--- src/rtl/counter_pkg.sv ---
// Shared counter types: overflow modes and run/done state, reused by all counter variants.
package counter_pkg;

    typedef enum logic [1:0] {
        CNT_WRAP    = 2'd0,
        CNT_SAT     = 2'd1,
        CNT_ONESHOT = 2'd2
    } cnt_mode_t;

    typedef enum logic {
        RUN  = 1'b0,
        DONE = 1'b1
    } cnt_state_t;

endpackage

--- src/rtl/modulo_counter.sv ---
// Up/down counter over 0..modulus with wrap, saturate and one-shot overflow modes.
// Parallel load and combinational carry-out allow enable-to-carry cascading.
module modulo_counter
    import counter_pkg::*;
#(
    parameter int unsigned N = 8
) (
    input  logic         clk,
    input  logic         rst_n,
    input  logic         clear,
    input  logic         enable,
    input  logic         load,
    input  logic [N-1:0] d,
    input  logic         up,
    input  logic [N-1:0] modulus,
    input  logic [1:0]   mode,
    output logic [N-1:0] q,
    output logic         cout,
    output logic         done
);

    cnt_state_t   state, state_nxt;
    logic [N-1:0] q_nxt;
    logic         done_nxt;
    logic         term;

    always_ff @(posedge clk) begin
        if (!rst_n) begin
            q     <= '0;
            state <= RUN;
            done  <= 1'b0;
        end else begin
            q     <= q_nxt;
            state <= state_nxt;
            done  <= done_nxt;
        end
    end

    always_comb begin
        term      = up ? (q >= modulus) : (q == '0);
        q_nxt     = q;
        state_nxt = state;
        done_nxt  = done;
        if (clear) begin
            q_nxt     = '0;
            state_nxt = RUN;
            done_nxt  = 1'b0;
        end else if (load) begin
            q_nxt     = (d > modulus) ? modulus : d;
            state_nxt = RUN;
            done_nxt  = 1'b0;
        end else if (enable && state == RUN) begin
            if (!term) begin
                if (up)
                    q_nxt = q + 1'b1;
                else if (q > modulus)
                    q_nxt = modulus;  // modulus lowered below q while counting down
                else
                    q_nxt = q - 1'b1;
            end else begin
                // reserved mode encoding falls through to wrap
                case (cnt_mode_t'(mode))
                    CNT_SAT: q_nxt = q;
                    CNT_ONESHOT: begin
                        state_nxt = DONE;
                        done_nxt  = 1'b1;
                    end
                    default: q_nxt = up ? '0 : modulus;
                endcase
            end
        end
    end

    // Gated by rst_n so the carry stays quiet while reset is asserted.
    always_comb begin
        cout = rst_n & enable & (state == RUN) & term;
    end

endmodule
--- config.mk ---
export PLATFORM = sky130hd
export DESIGN_NAME = modulo_counter
export DESIGN_NICKNAME = d
export VERILOG_FILES = /design/src/rtl/counter_pkg.sv /design/src/rtl/modulo_counter.sv
export SDC_FILE = /design/constraint.sdc
export NUM_CORES = 1
export LEC_CHECK = 0
export CAP_MARGIN = 20
export CORE_MARGIN = 10
export CORE_UTILIZATION = 35
export CTS_CLUSTER_DIAMETER = 120
export CTS_CLUSTER_SIZE = 30
export DETAILED_ROUTE_END_ITERATION = 10
export PLACE_DENSITY = 0.64
export SYNTH_ARGS = -nofsm -noshare
export SYNTH_HDL_FRONTEND = slang
export SYNTH_SLANG_ARGS = --single-unit
export TNS_END_PERCENT = 20
--- constraint.sdc ---
create_clock -name clk -period 3.36 [get_ports clk]
set_input_delay 0.672 -clock clk [delete_from_list [all_inputs] [get_ports clk]]
set_output_delay 0.672 -clock clk [all_outputs]
set_load 0.01 [all_outputs]
==> results of run 1 <==
## layer usage
metal,global-route usage,vias to the layer above,share of wire
met3,0.0420,3,0.065
met2,0.193,49,0.45
met4,0.0277,0,0.0040
li1,-,830,-
met1,0.168,743,0.48
met5,0,-,0
## critical path, cell delays in order
cell and delay (ps):
clkdlybuf4s50_1 480, inv_1 80, ha_4 250, a21oi_1 160, o21ai_1 120, or2_2 290
o22a_1 180, and3_1 160, clkdlybuf4s15_1 230
## state kept, by name (all words and copies together), names as in the netlist
signal,cells
q,8
state,1
## synth_stat cells (2+ instances only)
master | count | area [um^2]
a211o_1 | 2 | 17.5
a21o_1 | 4 | 30.0
a21oi_1 | 9 | 45.0
a22oi_1 | 2 | 15.0
a31oi_1 | 7 | 43.8
a32oi_1 | 3 | 26.3
and3_1 | 2 | 12.5
clkbuf_1 | 4 | 15.0
dfxtp_1 | 9 | 180
ha_1 | 20 | 250
inv_1 | 14 | 52.6
mux2i_1 | 3 | 30.0
nand2_1 | 13 | 48.8
nand2b_1 | 3 | 18.8
nand3_1 | 9 | 45.0
nand4_1 | 4 | 25.0
nor2_1 | 10 | 37.5
nor2b_1 | 4 | 25.0
nor3_1 | 4 | 20.0
o211ai_1 | 2 | 15.0
o21ai_0 | 8 | 40.0
o21ai_2 | 2 | 17.5
o311ai_0 | 2 | 17.5
o31ai_1 | 3 | 22.5
o32a_1 | 2 | 20.0
or2_2 | 2 | 12.5
or4_1 | 3 | 22.5
xnor2_1 | 4 | 35.0
## final cells by class
class                           count  area, um^2
Fill cell                         365        1680
Multi-Input combinational cell    152        1170
Timing Repair Buffer               67         586
Sequential cell                     9         180
Tap cell                           48        60.1
Inverter                           14        52.6
Clock buffer                        4        45.0
## cell families (layout without fill, tap and decap cells)
| kind of cell | Yosys count | after routing |
|---|---|---|
| buffers and inverters | 20 | 85 |
| XOR/XNOR | 5 | 5 |
| flip-flops | 9 | 9 |
| AO/OA/AOI/OAI | 58 | 58 |
| adder cells (fa/ha/maj) | 20 | 20 |
| AND/OR/NAND/NOR | 65 | 65 |
| multiplexers | 4 | 4 |
## power groups by stage
stage | combinational (uW) | clock (uW) | sequential (uW)
CTS | 343 | 136 | 128
finish | 349 | 135 | 129
global placement | 339 | 0 | 130
floorplan | 190 | 0 | 133
detailed placement | 341 | 0 | 130
global route | 381 | 144 | 130
## timing repair
item / in CTS / in global routing
pin swaps: 0 / 1
cloned: 0 / 0
setup buffers: 0 / 1
endpoints found under the setup margin: 1 / 1
resized for setup: 3 / 3
## worst paths after layout
| path | end |
|---|---|
| worst max-delay path | cout |
| worst min-delay path | state |
| worst max register to register | q[5] |
| worst min register to register | state |
## stage by stage
step,hold slack (ps),worst slack (ps),instance area (um^2),setup TNS [ps]
after detailed placement,547,-254,2010,-254
after global routing,577,-27.8,2090,-27.8
after global placement,544,-208,2010,-208
final,549,67.6,2090,0
after CTS,553,25.1,2070,0
after floorplan,561,710,1410,0
==> flow_metrics.env, run 1 <==
export IMPL_status="finished, final reports clean"
export IMPL_period_share=0.980
export IMPL_cts_sinks=9
export IMPL_pin_count=34
export IMPL_areaGrowthSynthToFinish_pct=48.9
export IMPL_peakVddDrop_mv=0.152
export IMPL_period_needed_ps=3290
export IMPL_critPathMaxFanout=3
export IMPL_ys_ff_latch=9
export IMPL_io_buffers=33
export IMPL_place_inst=289
export IMPL_synth_mux_area_frac=0.0294
export IMPL_initial_core_util=0.373
export IMPL_p_sw_frac=0.381
export IMPL_max_slew_margin_rel=0.716
export IMPL_hold_viol=0
export IMPL_synth_yosys_seq_area_share=0.128
export IMPL_p_comb_frac=0.570
export IMPL_gp_congestion=0.832
export IMPL_drtPass1Iterations=4
export IMPL_worst_ep_required_time_ps=2690
export IMPL_routedWlPerCell_um=16.0
export IMPL_final_cell_mix="buf_4 (34), clkdlybuf4s50_1 (32), ha_1 (18), inv_1 (14), nand2_1 (13)"
export IMPL_ys_types=55
export IMPL_synth_xor_area_share=0.0311
export IMPL_pwr_share_clk=0.220
export IMPL_grt_start_max_net_pins=17
export IMPL_antenna_found_initial=0
export IMPL_synth_compound_area_frac=0.306
export IMPL_p_leak_uw=0.000898
export IMPL_num_antenna_cells=0
export IMPL_synth_flop_cell="dfxtp_1"
export IMPL_cts_buffers=3
export IMPL_intPower_uw=379
export IMPL_clk_path_buf_depth=2
export IMPL_min_path_type="reg2reg"
export IMPL_synth_adder_area_share=0.178
export IMPL_setup_worst_path_start="modulus[7]"
export IMPL_cts_tree="done"
export IMPL_setup_viol=0
export IMPL_arrival_ps=2620
export IMPL_row_count=22
export IMPL_drt_wl_total_um=4710
export IMPL_die_x_um=83.4
export IMPL_startpoint_type="input port"
export IMPL_holdPathStages=2
export IMPL_end_kind="primary output"
export IMPL_r2r_slack_ps=650
export IMPL_grt_pass1_wl_um=7540
export IMPL_p_seq_frac=0.210
export IMPL_slew_viol_final=0
export IMPL_hp_start="state"
export IMPL_power_density_nw_per_um2=292
export IMPL_finalClockSkew_ps=5.62
export IMPL_synthSimpleGateAreaFrac=0.268
export IMPL_netlist_instances=181
export IMPL_path_class="in2out"
export IMPL_synth_top_family_by_area="compound AO/OA/AOI/OAI gates"
export IMPL_die_height_um=83.4
export IMPL_drc=0
export IMPL_grt_pass1_vias=1526
export IMPL_synth_area_um2=1410
export IMPL_p_sw_uw=234
export IMPL_track_usage=0.127
export IMPL_synth_area_per_cell_um2=7.77
export IMPL_maxCapViolCount=0
export IMPL_avgViaCountPerCell=5.53
export IMPL_drtIter0Drc=144
export IMPL_coreArea_um2=3770
export IMPL_ys_async_sr_fraction=0
export IMPL_final_cells=294
export IMPL_dpl_hpwl_um=3950
export IMPL_syn_nets=225
export IMPL_root_buffer="clkbuf_8"
export IMPL_clock_fmax_ghz=0.304
export IMPL_dieArea_um2=6950
export IMPL_postRouteAntennaNets=0
export IMPL_hold_buffers=0
export IMPL_drive_gt1_frac=0.224
export IMPL_vias=1625
export IMPL_insertion_delay_ps=240
export IMPL_overflow=0
export IMPL_htreeDepth=1
export IMPL_synth_edf_count=0
export IMPL_clk_pin_slew_ps=50
export IMPL_nNetsFinal=291
export IMPL_r2r_start="q[0]"
export IMPL_yosys_warnings=0
export IMPL_mostFrequentLayoutCell="buf_4"
export IMPL_worstMarginPinSlew_ps=426
export IMPL_final_util=0.555
export IMPL_r2r_cells=10
export IMPL_total_power_uw=613
Power figures use the tool's default switching activity.
==> run 2, diff against run 1 <==
- CORE_ASPECT_RATIO: default -> 1.75
- CORE_UTILIZATION: 35 -> 50
- HOLD_SLACK_MARGIN: default -> 0.1
- PLACE_DENSITY: 0.64 -> 0.85
==> flow_metrics.env, run 2 (synthesis gave the netlist of run 1 again) <==
export IMPL_status="finished, final reports clean"
export IMPL_cts_setup_buffers=0
export IMPL_path_class="in2out"
export IMPL_worst_ep_required_time_ps=2690
export IMPL_root_buffer="clkbuf_8"
export IMPL_maxCapViolCount=0
export IMPL_row_count=25
export IMPL_io_buffers=33
export IMPL_arrival_ps=2490
export IMPL_pin_count=34
export IMPL_whs_ps=561
export IMPL_clk_pin_slew_ps=50
export IMPL_drtPass1Iterations=4
export IMPL_drtIter0Drc=85
export IMPL_slew_viol_final=0
export IMPL_worstMarginPinSlew_ps=722
export IMPL_cts_buffers=3
export IMPL_avgViaCountPerCell=6.54
export IMPL_hold_viol=0
export IMPL_startpoint_type="input port"
export IMPL_finalClockSkew_ps=0.598
export IMPL_max_slew_margin_rel=0.517
export IMPL_initial_core_util=0.523
export IMPL_period_needed_ps=3160
export IMPL_dieArea_um2=5420
export IMPL_num_antenna_cells=0
export IMPL_insertion_delay_ps=230
export IMPL_die_x_um=60.1
export IMPL_mostFrequentLayoutCell="clkdlybuf4s50_1"
export IMPL_peakVddDrop_mv=0.183
export IMPL_drt_wl_total_um=5250
export IMPL_p_leak_uw=0.000871
export IMPL_power_density_nw_per_um2=302
export IMPL_track_usage=0.204
export IMPL_min_path_type="reg2reg"
export IMPL_grt_pass1_vias=1908
export IMPL_drive_gt1_frac=0.221
export IMPL_fillers=196
export IMPL_end_kind="primary output"
export IMPL_dpl_hpwl_um=4340
export IMPL_clk_path_buf_depth=2
export IMPL_final_cell_mix="clkdlybuf4s50_1 (32), buf_4 (28), ha_1 (18), inv_1 (13), nand2_1 (13)"
export IMPL_coreArea_um2=2690
export IMPL_htreeDepth=1
export IMPL_routedWlPerCell_um=19.7
export IMPL_reg_top3="q x8, state x1"
export IMPL_gp_congestion=0.985
export IMPL_grt_pass1_wl_um=8890
export IMPL_grt_setup_unrepaired="false"
export IMPL_antenna_found_initial=0
export IMPL_drc=0
export IMPL_vias=1746
export IMPL_areaGrowthSynthToFinish_pct=44.1
export IMPL_die_height_um=90.2
export IMPL_setup_viol=0
export IMPL_cts_sinks=9
export IMPL_hold_buffers=0
export IMPL_critPathMaxFanout=3
export IMPL_setup_tns_ps=0
export IMPL_period_share=0.942
export IMPL_cts_tree="done"
export IMPL_postRouteAntennaNets=0
export IMPL_clock_fmax_ghz=0.316
export IMPL_grt_start_max_net_pins=19
export IMPL_overflow=0
export IMPL_nNetsFinal=285
export IMPL_top_register="q"
export IMPL_largest_register_ffs=8
==> run 2: critical path, stage by stage <==
cell             delay [ps]
clkdlybuf4s50_1         500
inv_2                    70
ha_4                    250
a21oi_2                 130
o21ai_1                 100
or2_2                   280
o22a_1                  200
and3_1                  170
clkbuf_2                120
==> run 2: worst paths after layout <==
| kind | from | endpoint | slack, ps | cells past startpoint |
|---|---|---|---|---|
| worst max register to register | q[1] | q[7] | 650 | 9 |
| worst max-delay path | modulus[7] | cout | 200 | 9 |
| worst min register to register | state | state | 560 | 2 |
| worst min-delay path | state | state | 560 | 2 |
==> run 2: area by class of cell <==
class | count | area (um^2) | area share
inverter | 14 | 52.6 | 0.0259
clock buffer | 4 | 45.0 | 0.0222
multi-input combinational | 152 | 1180 | 0.582
sequential | 9 | 180 | 0.0889
tap | 27 | 33.8 | 0.0167
timing repair buffer | 61 | 536 | 0.264
==> run 2: power by group <==
part	internal [uW]	switching, uW	total [uW]
sequential	115	15.1	131
combinational	176	178	354
clock	82.8	44.4	127
total	374	238	612
==> run 2: stage by stage <==
step           power [uW]  cell area, um^2  utilization  worst slack (ps)  std cells
4_1_cts               600             2010        0.746              27.4        267
2_1_floorplan         324             1410            -               710        181
5_1_grt               649             2030        0.753              56.5        267
3_3_place_gp          454             1950        0.725              -225        263
6_report              612             2030        0.753               196        267
3_5_place_dp          472             1950        0.725              -268        263
==> run 2: routing by layer <==
layer  up-vias  share of wire  track usage
met5         -              0            0
met4         0          0.043        0.137
met3        27          0.061       0.0310
met2       100           0.56        0.348
met1       807           0.33        0.211
li1        812              -            -
==> run 2: what timing repair did <==
item,in CTS,in global routing
gates resized for setup,3,8
pin swaps,0,3
endpoints found under the setup margin,1,3
